--- config.mk ---
export PLATFORM = sky130hd
export DESIGN_NAME = widget_cmd_sequencer_flat
export DESIGN_NICKNAME = d
export VERILOG_FILES = /design/src/rtl/widget_cmd_sequencer_if.sv /design/src/rtl/widget_cmd_sequencer.sv /design/src/flat_wrapper.sv
export SDC_FILE = /design/constraint.sdc
export NUM_CORES = 1
export LEC_CHECK = 0
export BUFFER_PORTS_ARGS = -buffer_cell sky130_fd_sc_hd__clkbuf_2
export CAP_MARGIN = 10
export CELL_PAD_IN_SITES_DETAIL_PLACEMENT = 1
export CELL_PAD_IN_SITES_GLOBAL_PLACEMENT = 2
export CORE_MARGIN = 5
export CORE_UTILIZATION = 44
export CTS_BUF_LIST = sky130_fd_sc_hd__clkbuf_4 sky130_fd_sc_hd__clkbuf_8
export CTS_CLUSTER_DIAMETER = 40
export DETAILED_ROUTE_END_ITERATION = 7
export PLACE_DENSITY = 0.89
export SLEW_MARGIN = 40
export SYNTH_ARGS = -nofsm -noshare
export SYNTH_HDL_FRONTEND = slang
export SYNTH_SLANG_ARGS = --single-unit
export TNS_END_PERCENT = 10
--- constraint.sdc ---
create_clock -name clock -period 3.51 [get_ports clock]
set_clock_uncertainty 0.15 [all_clocks]
set_input_delay 0.351 -clock clock [delete_from_list [all_inputs] [get_ports clock]]
set_output_delay 0.351 -clock clock [all_outputs]
set_load 0.01 [all_outputs]
--- src/rtl/widget_cmd_sequencer_if.sv ---
// widget_cmd_sequencer_if: command and response channels between a host and the sequencer.
//   cmd_valid/cmd_ready          command handshake
//   cmd_opcode/id/addr/data      command payload (32 bits each)
//   rsp_valid/rsp_ready          response handshake
//   rsp_data/rsp_err             response payload
// The master modport is the host side and the slave modport is the sequencer side.
interface widget_cmd_sequencer_if;
    logic        cmd_valid;
    logic        cmd_ready;
    logic [31:0] cmd_opcode;
    logic [31:0] cmd_id;
    logic [31:0] cmd_addr;
    logic [31:0] cmd_data;
    logic        rsp_valid;
    logic        rsp_ready;
    logic [31:0] rsp_data;
    logic        rsp_err;

    modport master (
        output cmd_valid, cmd_opcode, cmd_id, cmd_addr, cmd_data, rsp_ready,
        input  cmd_ready, rsp_valid, rsp_data, rsp_err
    );

    modport slave (
        input  cmd_valid, cmd_opcode, cmd_id, cmd_addr, cmd_data, rsp_ready,
        output cmd_ready, rsp_valid, rsp_data, rsp_err
    );
endinterface

--- src/rtl/widget_cmd_sequencer.sv ---
// widget_cmd_sequencer: buffers host commands and issues them one at a time to the widget driver.
//   clock       single clock, rising edge
//   reset       asynchronous, active-low
//   cmd         slave side of the command/response interface
//   drv_opcode  to driver opcode (0 = harmless ping when idle)
//   drv_id      to driver register id
//   drv_in      to driver write data
//   drv_addr    to driver word address
//   drv_out     from driver, combinational in drv_*
//   busy        FIFO non-empty or a command in flight
//   err_count   saturating count of rejected commands
module widget_cmd_sequencer #(
    parameter int DEPTH   = 4,
    parameter int NUM_IDS = 3,
    parameter int ERR_W   = 16
) (
    input  logic                 clock,
    input  logic                 reset,
    widget_cmd_sequencer_if.slave cmd,
    output logic [31:0]          drv_opcode,
    output logic [31:0]          drv_id,
    output logic [31:0]          drv_in,
    output logic [31:0]          drv_addr,
    input  logic [31:0]          drv_out,
    output logic                 busy,
    output logic [ERR_W-1:0]     err_count
);
    localparam int AW = $clog2(DEPTH);
    localparam logic [1:0] IDLE    = 2'd0;
    localparam logic [1:0] ISSUE   = 2'd1;
    localparam logic [1:0] RESPOND = 2'd2;

    logic [127:0]     fifo_q [DEPTH];
    logic [127:0]     fifo_d [DEPTH];
    logic [AW-1:0]    wr_ptr_q, wr_ptr_d, rd_ptr_q, rd_ptr_d;
    logic [AW:0]      count_q, count_d;
    logic             cmd_ready_q, cmd_ready_d;
    logic [1:0]       state_q, state_d;
    logic [31:0]      iss_op_q, iss_op_d, iss_id_q, iss_id_d;
    logic [31:0]      iss_addr_q, iss_addr_d, iss_data_q, iss_data_d;
    logic             rsp_valid_q, rsp_valid_d, rsp_err_q, rsp_err_d;
    logic [31:0]      rsp_data_q, rsp_data_d;
    logic [ERR_W-1:0] err_count_q, err_count_d;
    logic             push, pop, hs, iss_ok, drive;

    always_comb begin
        iss_ok = iss_op_q <= 32'd2 && (iss_op_q == 32'd0 || iss_id_q < 32'(NUM_IDS));
        drive  = state_q == ISSUE && iss_ok;
        push   = cmd.cmd_valid && cmd_ready_q;
        hs     = rsp_valid_q && cmd.rsp_ready;
        // Only entries already stored can be popped: no same-cycle bypass.
        pop    = count_q != '0 && (state_q == IDLE || (state_q == RESPOND && hs));
        fifo_d = fifo_q;
        if (push) fifo_d[wr_ptr_q] = {cmd.cmd_opcode, cmd.cmd_id, cmd.cmd_addr, cmd.cmd_data};
        wr_ptr_d    = push ? wr_ptr_q + AW'(1) : wr_ptr_q;
        rd_ptr_d    = pop ? rd_ptr_q + AW'(1) : rd_ptr_q;
        count_d     = count_q + (AW+1)'(push) - (AW+1)'(pop);
        cmd_ready_d = count_d != (AW+1)'(DEPTH);
        state_d     = state_q == ISSUE ? RESPOND :
                      pop ? ISSUE :
                      (state_q == RESPOND && hs) ? IDLE : state_q;
        {iss_op_d, iss_id_d, iss_addr_d, iss_data_d} =
            pop ? fifo_q[rd_ptr_q] : {iss_op_q, iss_id_q, iss_addr_q, iss_data_q};
        // The response lands at the end of the single ISSUE cycle, sampling drv_out live.
        rsp_valid_d = state_q == ISSUE ? 1'b1 : hs ? 1'b0 : rsp_valid_q;
        rsp_err_d   = state_q == ISSUE ? !iss_ok : rsp_err_q;
        rsp_data_d  = state_q != ISSUE ? rsp_data_q :
                      (iss_ok && iss_op_q != 32'd1) ? drv_out : 32'd0;
        err_count_d = (state_q == ISSUE && !iss_ok && !(&err_count_q)) ?
                      err_count_q + ERR_W'(1) : err_count_q;
    end

    always_ff @(posedge clock or negedge reset) begin
        if (!reset) begin
            for (int i = 0; i < DEPTH; i++) fifo_q[i] <= '0;
            wr_ptr_q    <= '0;
            rd_ptr_q    <= '0;
            count_q     <= '0;
            cmd_ready_q <= 1'b0;
            state_q     <= IDLE;
            iss_op_q    <= '0;
            iss_id_q    <= '0;
            iss_addr_q  <= '0;
            iss_data_q  <= '0;
            rsp_valid_q <= 1'b0;
            rsp_err_q   <= 1'b0;
            rsp_data_q  <= '0;
            err_count_q <= '0;
        end else begin
            fifo_q      <= fifo_d;
            wr_ptr_q    <= wr_ptr_d;
            rd_ptr_q    <= rd_ptr_d;
            count_q     <= count_d;
            cmd_ready_q <= cmd_ready_d;
            state_q     <= state_d;
            iss_op_q    <= iss_op_d;
            iss_id_q    <= iss_id_d;
            iss_addr_q  <= iss_addr_d;
            iss_data_q  <= iss_data_d;
            rsp_valid_q <= rsp_valid_d;
            rsp_err_q   <= rsp_err_d;
            rsp_data_q  <= rsp_data_d;
            err_count_q <= err_count_d;
        end
    end

    // Rejected commands never reach the driver: drv_* stay at the idle ping.
    assign drv_opcode    = drive ? iss_op_q : 32'd0;
    assign drv_id        = drive ? iss_id_q : 32'd0;
    assign drv_addr      = drive ? iss_addr_q : 32'd0;
    assign drv_in        = drive ? iss_data_q : 32'd0;
    assign cmd.cmd_ready = cmd_ready_q;
    assign cmd.rsp_valid = rsp_valid_q;
    assign cmd.rsp_data  = rsp_data_q;
    assign cmd.rsp_err   = rsp_err_q;
    assign busy          = count_q != '0 || state_q != IDLE;
    assign err_count     = err_count_q;
endmodule
--- src/flat_wrapper.sv ---
// flat-port wrapper written by rule: the top's interface ports become plain ports
module widget_cmd_sequencer_flat 
#(
    parameter int DEPTH   = 4,
    parameter int NUM_IDS = 3,
    parameter int ERR_W   = 16
)
  (clock, reset, drv_opcode, drv_id, drv_in, drv_addr, drv_out, busy, err_count, cmd_cmd_valid, cmd_cmd_opcode, cmd_cmd_id, cmd_cmd_addr, cmd_cmd_data, cmd_rsp_ready, cmd_cmd_ready, cmd_rsp_valid, cmd_rsp_data, cmd_rsp_err);
  widget_cmd_sequencer_if cmd_i ();
  input  logic clock;
  input  logic reset;
  output logic [31:0] drv_opcode;
  output logic [31:0] drv_id;
  output logic [31:0] drv_in;
  output logic [31:0] drv_addr;
  input  logic [31:0] drv_out;
  output logic busy;
  output logic [ERR_W-1:0] err_count;
  input wire logic [$bits(cmd_i.cmd_valid)-1:0] cmd_cmd_valid;
  input wire logic [$bits(cmd_i.cmd_opcode)-1:0] cmd_cmd_opcode;
  input wire logic [$bits(cmd_i.cmd_id)-1:0] cmd_cmd_id;
  input wire logic [$bits(cmd_i.cmd_addr)-1:0] cmd_cmd_addr;
  input wire logic [$bits(cmd_i.cmd_data)-1:0] cmd_cmd_data;
  input wire logic [$bits(cmd_i.rsp_ready)-1:0] cmd_rsp_ready;
  output wire logic [$bits(cmd_i.cmd_ready)-1:0] cmd_cmd_ready;
  output wire logic [$bits(cmd_i.rsp_valid)-1:0] cmd_rsp_valid;
  output wire logic [$bits(cmd_i.rsp_data)-1:0] cmd_rsp_data;
  output wire logic [$bits(cmd_i.rsp_err)-1:0] cmd_rsp_err;
  assign cmd_i.cmd_valid = cmd_cmd_valid;
  assign cmd_i.cmd_opcode = cmd_cmd_opcode;
  assign cmd_i.cmd_id = cmd_cmd_id;
  assign cmd_i.cmd_addr = cmd_cmd_addr;
  assign cmd_i.cmd_data = cmd_cmd_data;
  assign cmd_i.rsp_ready = cmd_rsp_ready;
  assign cmd_cmd_ready = cmd_i.cmd_ready;
  assign cmd_rsp_valid = cmd_i.rsp_valid;
  assign cmd_rsp_data = cmd_i.rsp_data;
  assign cmd_rsp_err = cmd_i.rsp_err;
  widget_cmd_sequencer #(.DEPTH(DEPTH), .NUM_IDS(NUM_IDS), .ERR_W(ERR_W)) u_core (.clock(clock), .reset(reset), .cmd(cmd_i), .drv_opcode(drv_opcode), .drv_id(drv_id), .drv_in(drv_in), .drv_addr(drv_addr), .drv_out(drv_out), .busy(busy), .err_count(err_count));
endmodule
# --- After elaboration in Yosys (flattened, before gate mapping) ---
# Cells that the tools add are included.
totals:
  in_bits: 164
  rom_bits: 0
  n_memories: 0
  elab_cells: 72
  ram_bits: 0
  latchBits: 0
  out_inout_bits: 180
  regBits: 700
classes:
  div: 0
  eq_ne: 5
  muxes: 16
  reduce_logical: 22
  bitwise_logic: 2
  n_mul: 0
  order_cmp: 5
  n_addsub: 5
  shifts: 0
op_table:
  columns: ["op", "count"]
  rows:
  - ["$bwmux W512", 1]
  - ["$mux W128", 3]
  - ["$bmux W128 S2", 1]
  - ["$demux W128 S2", 1]
  - ["$mux W32", 5]
  - ["$le A32 B2 Y1 const B", 1]
  - ["$logic_not A32 Y1", 1]
  - ["$lt A32 B2 Y1 const B", 1]
  - ["$ne A32 B1 Y1 const B", 1]
  - ["$add A16 B1 Y16 const B", 1]
  - ["$reduce_and A16 Y1", 1]
  - ["$logic_and A1 B1 Y1", 10]
  - ["$ge A3 B3 Y1 const B", 2]
  - ["$mux W2", 3]
  - ["$not A2 Y3", 2]
  - ["$reduce_bool A3 Y1", 2]
  - ["$add A2 B1 Y2 const B", 2]
  - ["$reduce_bool A2 Y1", 2]
  - ["$add A3 B1 Y3", 1]
  - ["$logic_or A1 B1 Y1", 3]
  - ["$lt A3 B1 Y1 const B", 1]
  - ["$ne A3 B3 Y1 const B", 1]
  - ["$sub A3 B1 Y3", 1]
  - ["$eq A2 B1 Y1 const B", 1]
  - ["5 further kinds", 7]

# --- Logic depth before layout (Yosys ltp) ---
logic_depth:
  ltp_word: 6
  ltp_mapped: 11
  depth_no_buf: 10

# --- Least setup slack after synthesis ---
# OpenSTA, ideal clock, no wires.
synth_timing:
  path_kind: "reg-to-output"
  startpoint: "reg u_core.iss_id_q[27]"
  endpoint: "out drv_id[10]"
  stages_incl_launch_ff: 9
  path_buffers: 2
  setup_slack_ps: 638
  arrival_ps: 2371
  cell_sequence: "dfrtp_1 > or4_1 > a2111oi_2 > nand4_1 > maj3_2 > nor2_4 > buf_2 > buf_4 > and2_1"
synth_between:
  elab_chain_len: 5
synth_rtl:
  columns: ["item", "line_no", "rtl"]
  rows:
  - ["start, declared", "widget_cmd_sequencer.sv:39", "logic [31:0] iss_op_q, iss_op_d, iss_id_q, iss_id_d;"]
  - ["start signal, assigned", "widget_cmd_sequencer.sv:97", "iss_id_q <= iss_id_d;"]
  - ["$lt A32 B2 Y1", "widget_cmd_sequencer.sv:47", "iss_ok = iss_op_q <= 32'd2 && (iss_op_q == 32'd0 || iss_id_q < 32'(NUM_IDS));"]
  - ["$logic_or A1 B1 Y1", "widget_cmd_sequencer.sv:47", null]
  - ["$logic_and A1 B1 Y1", "widget_cmd_sequencer.sv:47", null]
  - ["$logic_and A1 B1 Y1", "widget_cmd_sequencer.sv:48", "drive = state_q == ISSUE && iss_ok;"]
  - ["$mux W32", "widget_cmd_sequencer.sv:109", "assign drv_id = drive ? iss_id_q : 32'd0;"]
  - ["end, declared", "flat_wrapper.sv:13", "output logic [31:0] drv_id;"]
# No other way between the ends.

# --- Worst setup path after layout ---
layout_timing:
  startpoint: "reg u_core.iss_id_q[6]"
  endpoint: "out drv_addr[20]"
layout_between:
  elab_chain_len: 5
layout_rtl:
  columns: ["item", "line_no", "rtl"]
  rows:
  - ["$lt A32 B2 Y1", "widget_cmd_sequencer.sv:47", null]
  - ["$logic_or A1 B1 Y1", "widget_cmd_sequencer.sv:47", null]
  - ["$logic_and A1 B1 Y1", "widget_cmd_sequencer.sv:47", null]
  - ["$logic_and A1 B1 Y1", "widget_cmd_sequencer.sv:48", null]
  - ["$mux W32", "widget_cmd_sequencer.sv:110", "assign drv_addr = drive ? iss_addr_q : 32'd0;"]
  - ["end, declared", "flat_wrapper.sv:15", "output logic [31:0] drv_addr;"]
# No other way between the ends.

==> impl_metrics.yaml <==
detailed_routing:
  dr.first_iter.drc_count: 726
  wire_per_inst_um: 23.66
  drt-pass1-iter-count: 5
  viasPerCell: 5.347
  vias: 18240
  ant_nets: 0
  route.detailed.drc: 0
  finalWirelength_um: 80690
logic_synthesis:
  synth_warnings: 0
  yosys_register_bits: 700
  seq_area_frac_synth_pct: 58.41
  yosysUniqueCellTypes: 39
  synthCells: 1869
  syn_area_per_cell_um2: 16.05
  netlist_area_um2: 29990
flow_run:
  cap_violations: 0
sta:
  max_clock_freq_mhz: 251.8
  grt_setup_unrepaired: "yes"
  finalSetupViolCount: 97
  period_needed_ps: 3971
  slew_headroom_pct: 54.80
  setup_slack_ps: -461.3
  drv_slew: 0
  hold_viol: 0
  tightest_slew_ps: 677.4
  finalCritPeriodShare_pct: 113.1
pwr:
  ir_drop_mv: 0.4182
  power.density_nw_per_um2: 873.0
  p_leak_nw: 17.16
cells_and_area:
  syn_to_final_growth_pct: 26.39
  layout-drive-gt1-share_pct: 56.63
  final_common_cell: "dfrtp_1"
  post-route-util_pct: 56.24
  stdcell_area_um2: 37900
  final_cell_mix: "698 x dfrtp_1, 642 x mux2_2, 267 x clkbuf_2, 162 x dlygate4sd3_1, 156 x clkbuf_8"
  stdcell_count: 3411
  fin_nets: 2596
  fill_cells: 6341
die:
  die_area_um2: 73480
  dieWidth_um: 271.1
  initial_core_util_pct: 44.50
  num_rows: 95
  io_pins: 344
  die_h_um: 271.1
  core-area_um2: 67400
setup_path:
  rrSetupSlack_ps: 510
  crit_path_max_fanout: 8
  r2r_cells: 9
  crit_path_end_kind: "output port"
  cp.required_ps: 3010
  r2r-start: "u_core.iss_id_q[6]"
  path_class: "flop to output port"
  r2r_end: "u_core.err_count[1]"
  cp_data_arrival_time_ps: 3470
  start_kind: "flop"
global_routing:
  track_usage_pct: 22.05
  grt_max_degree: 108
  grt_pass1_wl_um: 127200
  antenna_found_initial: 12
  grt_pass1_vias: 21700
  grt_overflow_total: 0
clocking:
  htreeDepth: 4
  cts_buffer_depth: 3
  worstSkewPairLatency_ps: 770
  cts_root_buf: "clkbuf_8"
  numCtsBuffers: 131
  clk_pin_slew_ps: 60
  cts.sink_count: 700
  cts_tree: "yes"
hold_path:
  hold_class: "input port to flop"
  hold_path_depth: 3
  hold_path_end: "u_core.wr_ptr_q[0]"
  min_from: "cmd_cmd_valid"
placement:
  dp_hpwl_um: 48260
  port_buffers: 313
  place.gp.congestion: 0.7601
  postPlaceCellArea_um2: 32810
  place_inst: 2983
  place_ws_ps: -71.43
outcome:
  violations: "negative setup slack"
  status: "finished, violations left"
where the power goes:
| group | internal (W) | leakage (nW) | total [W] | switching, W |
|---|---|---|---|---|
| clock | 0.00505 | 1.50 | 0.00854 | 0.00349 |
| sequential | 0.0118 | 8.55 | 0.0142 | 0.00235 |
| combinational | 0.00646 | 7.11 | 0.0104 | 0.00390 |
| total | 0.0233 | 17.2 | 0.0331 | 0.00974 |
registers in the layout, indices dropped and copies added (netlist names):
| name | cells |
|---|---|
| u_core.cmd.cmd_ready | 1 |
| u_core.cmd.rsp_data | 32 |
| u_core.cmd.rsp_err | 1 |
| u_core.cmd.rsp_valid | 1 |
| u_core.count_q | 3 |
| u_core.err_count | 16 |
| u_core.fifo_q | 512 |
| u_core.iss_addr_q | 32 |
| u_core.iss_data_q | 32 |
| u_core.iss_id_q | 32 |
| u_core.iss_op_q | 32 |
| u_core.rd_ptr_q | 2 |
| u_core.state_q | 2 |
| u_core.wr_ptr_q | 2 |
repair_timing:
| action | in CTS | in global routing |
|---|---|---|
| setup buffers | 14 | 0 |
| gates cloned | 5 | 2 |
| pin swaps | 13 | 6 |
| hold buffers | 163 | 0 |
| hold endpoints to repair | 1114 | 0 |
| setup endpoints to repair | 98 | 98 |
| gates resized for setup | 42 | 66 |
worst max-delay path, cell delays in order, from the launching register on:
cell	delay [ps]
dfrtp_1	430
nor4_4	370
buf_4	200
and4_1	210
nand4_1	130
buf_6	170
maj3_2	340
nor2_4	110
buf_6	160
buf_12	140
buf_12	160
and2_4	160
clkbuf_8	120
how the worst max path moves through the flow:
stage                        startpoint            to  slack [ps]  depth (start not counted)
floorplan           u_core.iss_id_q[27]    drv_id[10]         640                          8
global placement     u_core.iss_id_q[6]    drv_id[27]         140                          9
detailed placement   u_core.iss_id_q[6]    drv_id[21]         -70                          9
CTS                  u_core.iss_id_q[3]  drv_addr[22]        -540                         13
global route         u_core.iss_id_q[6]  drv_addr[20]        -640                         12
finish               u_core.iss_id_q[6]  drv_addr[20]        -460                         12
final cells by class:
cell class / instances / area (µm²) / share of cell area (%)
diodes: 13 / 32.53 / 0.08583
clock buffers: 200 / 2446 / 6.453
clock inverters: 34 / 416.7 / 1.099
inverters: 9 / 33.78 / 0.08913
multi-input cells: 1041 / 12040 / 31.76
flip-flops and latches: 700 / 17520 / 46.23
well taps: 873 / 1092 / 2.882
repair buffers: 541 / 4320 / 11.40
cell families after synthesis:
group / synth area share [%]
AND/OR/NAND/NOR: 3.342
multiplexers: 33.76
adder cells (fa/ha/maj): 0.3963
flip-flops: 58.41
AO/OA/AOI/OAI: 1.189
other: 0.01250
XOR/XNOR: 0.4965
buffers and inverters: 2.395
metrics by stage:
step                      total power (W)  setup TNS [ps]  hold WS (ps)
after floorplan                   0.02099               0        -94.59
after global placement            0.02347               0         214.7
after detailed placement          0.02437           -2062         222.5
after CTS                         0.03332          -48040         50.17
after global routing              0.03493          -58340         100.3
final                             0.03309          -39160         154.5
routing by layer:
layer / part of all wire (%) / wire (µm) / vias up / track usage [%]
met5: 0.029 / 23 / - / 0
met4: 1.9 / 1552 / 4 / 6.807
met3: 4.4 / 3520 / 122 / 4.856
met2: 53 / 42990 / 449 / 39.49
met1: 40 / 32610 / 9741 / 26.69
li1: - / - / 7923 / -
cell usage after synthesis:
master	n	share of area, %
dfrtp_1	700	58
mux2_2	642	24
mux4_2	128	9.6
and2_1	99	2.1
clkbuf_1	99	1.2
a22o_1	32	0.93
buf_4	32	0.80
nand2_1	20	0.25
buf_1	15	0.19
xnor2_1	15	0.44
nor4_1	13	0.27
nor2_1	11	0.14
inv_1	9	0.11
ha_1	7	0.29
nand3_1	7	0.12
nand4_1	6	0.13
nor3_1	6	0.10
and3_1	2	0.042
and4_1	2	0.058
nand2b_1	2	0.042
nand3b_1	2	0.050
o21ai_0	2	0.033
xor2_1	2	0.058
a2111oi_2	1	0.050
a211oi_2	1	0.042
a21o_1	1	0.025
a21oi_1	1	0.017
buf_2	1	0.017
buf_6	1	0.038
conb_1	1	0.013
fa_1	1	0.067
maj3_2	1	0.038
mux2_1	1	0.038
nor2_4	1	0.038
nor2b_1	1	0.021
o21a_1	1	0.025
o21ai_2	1	0.029
o21ba_2	1	0.033
or4_1	1	0.025
Power figures use the tool's default switching activity.
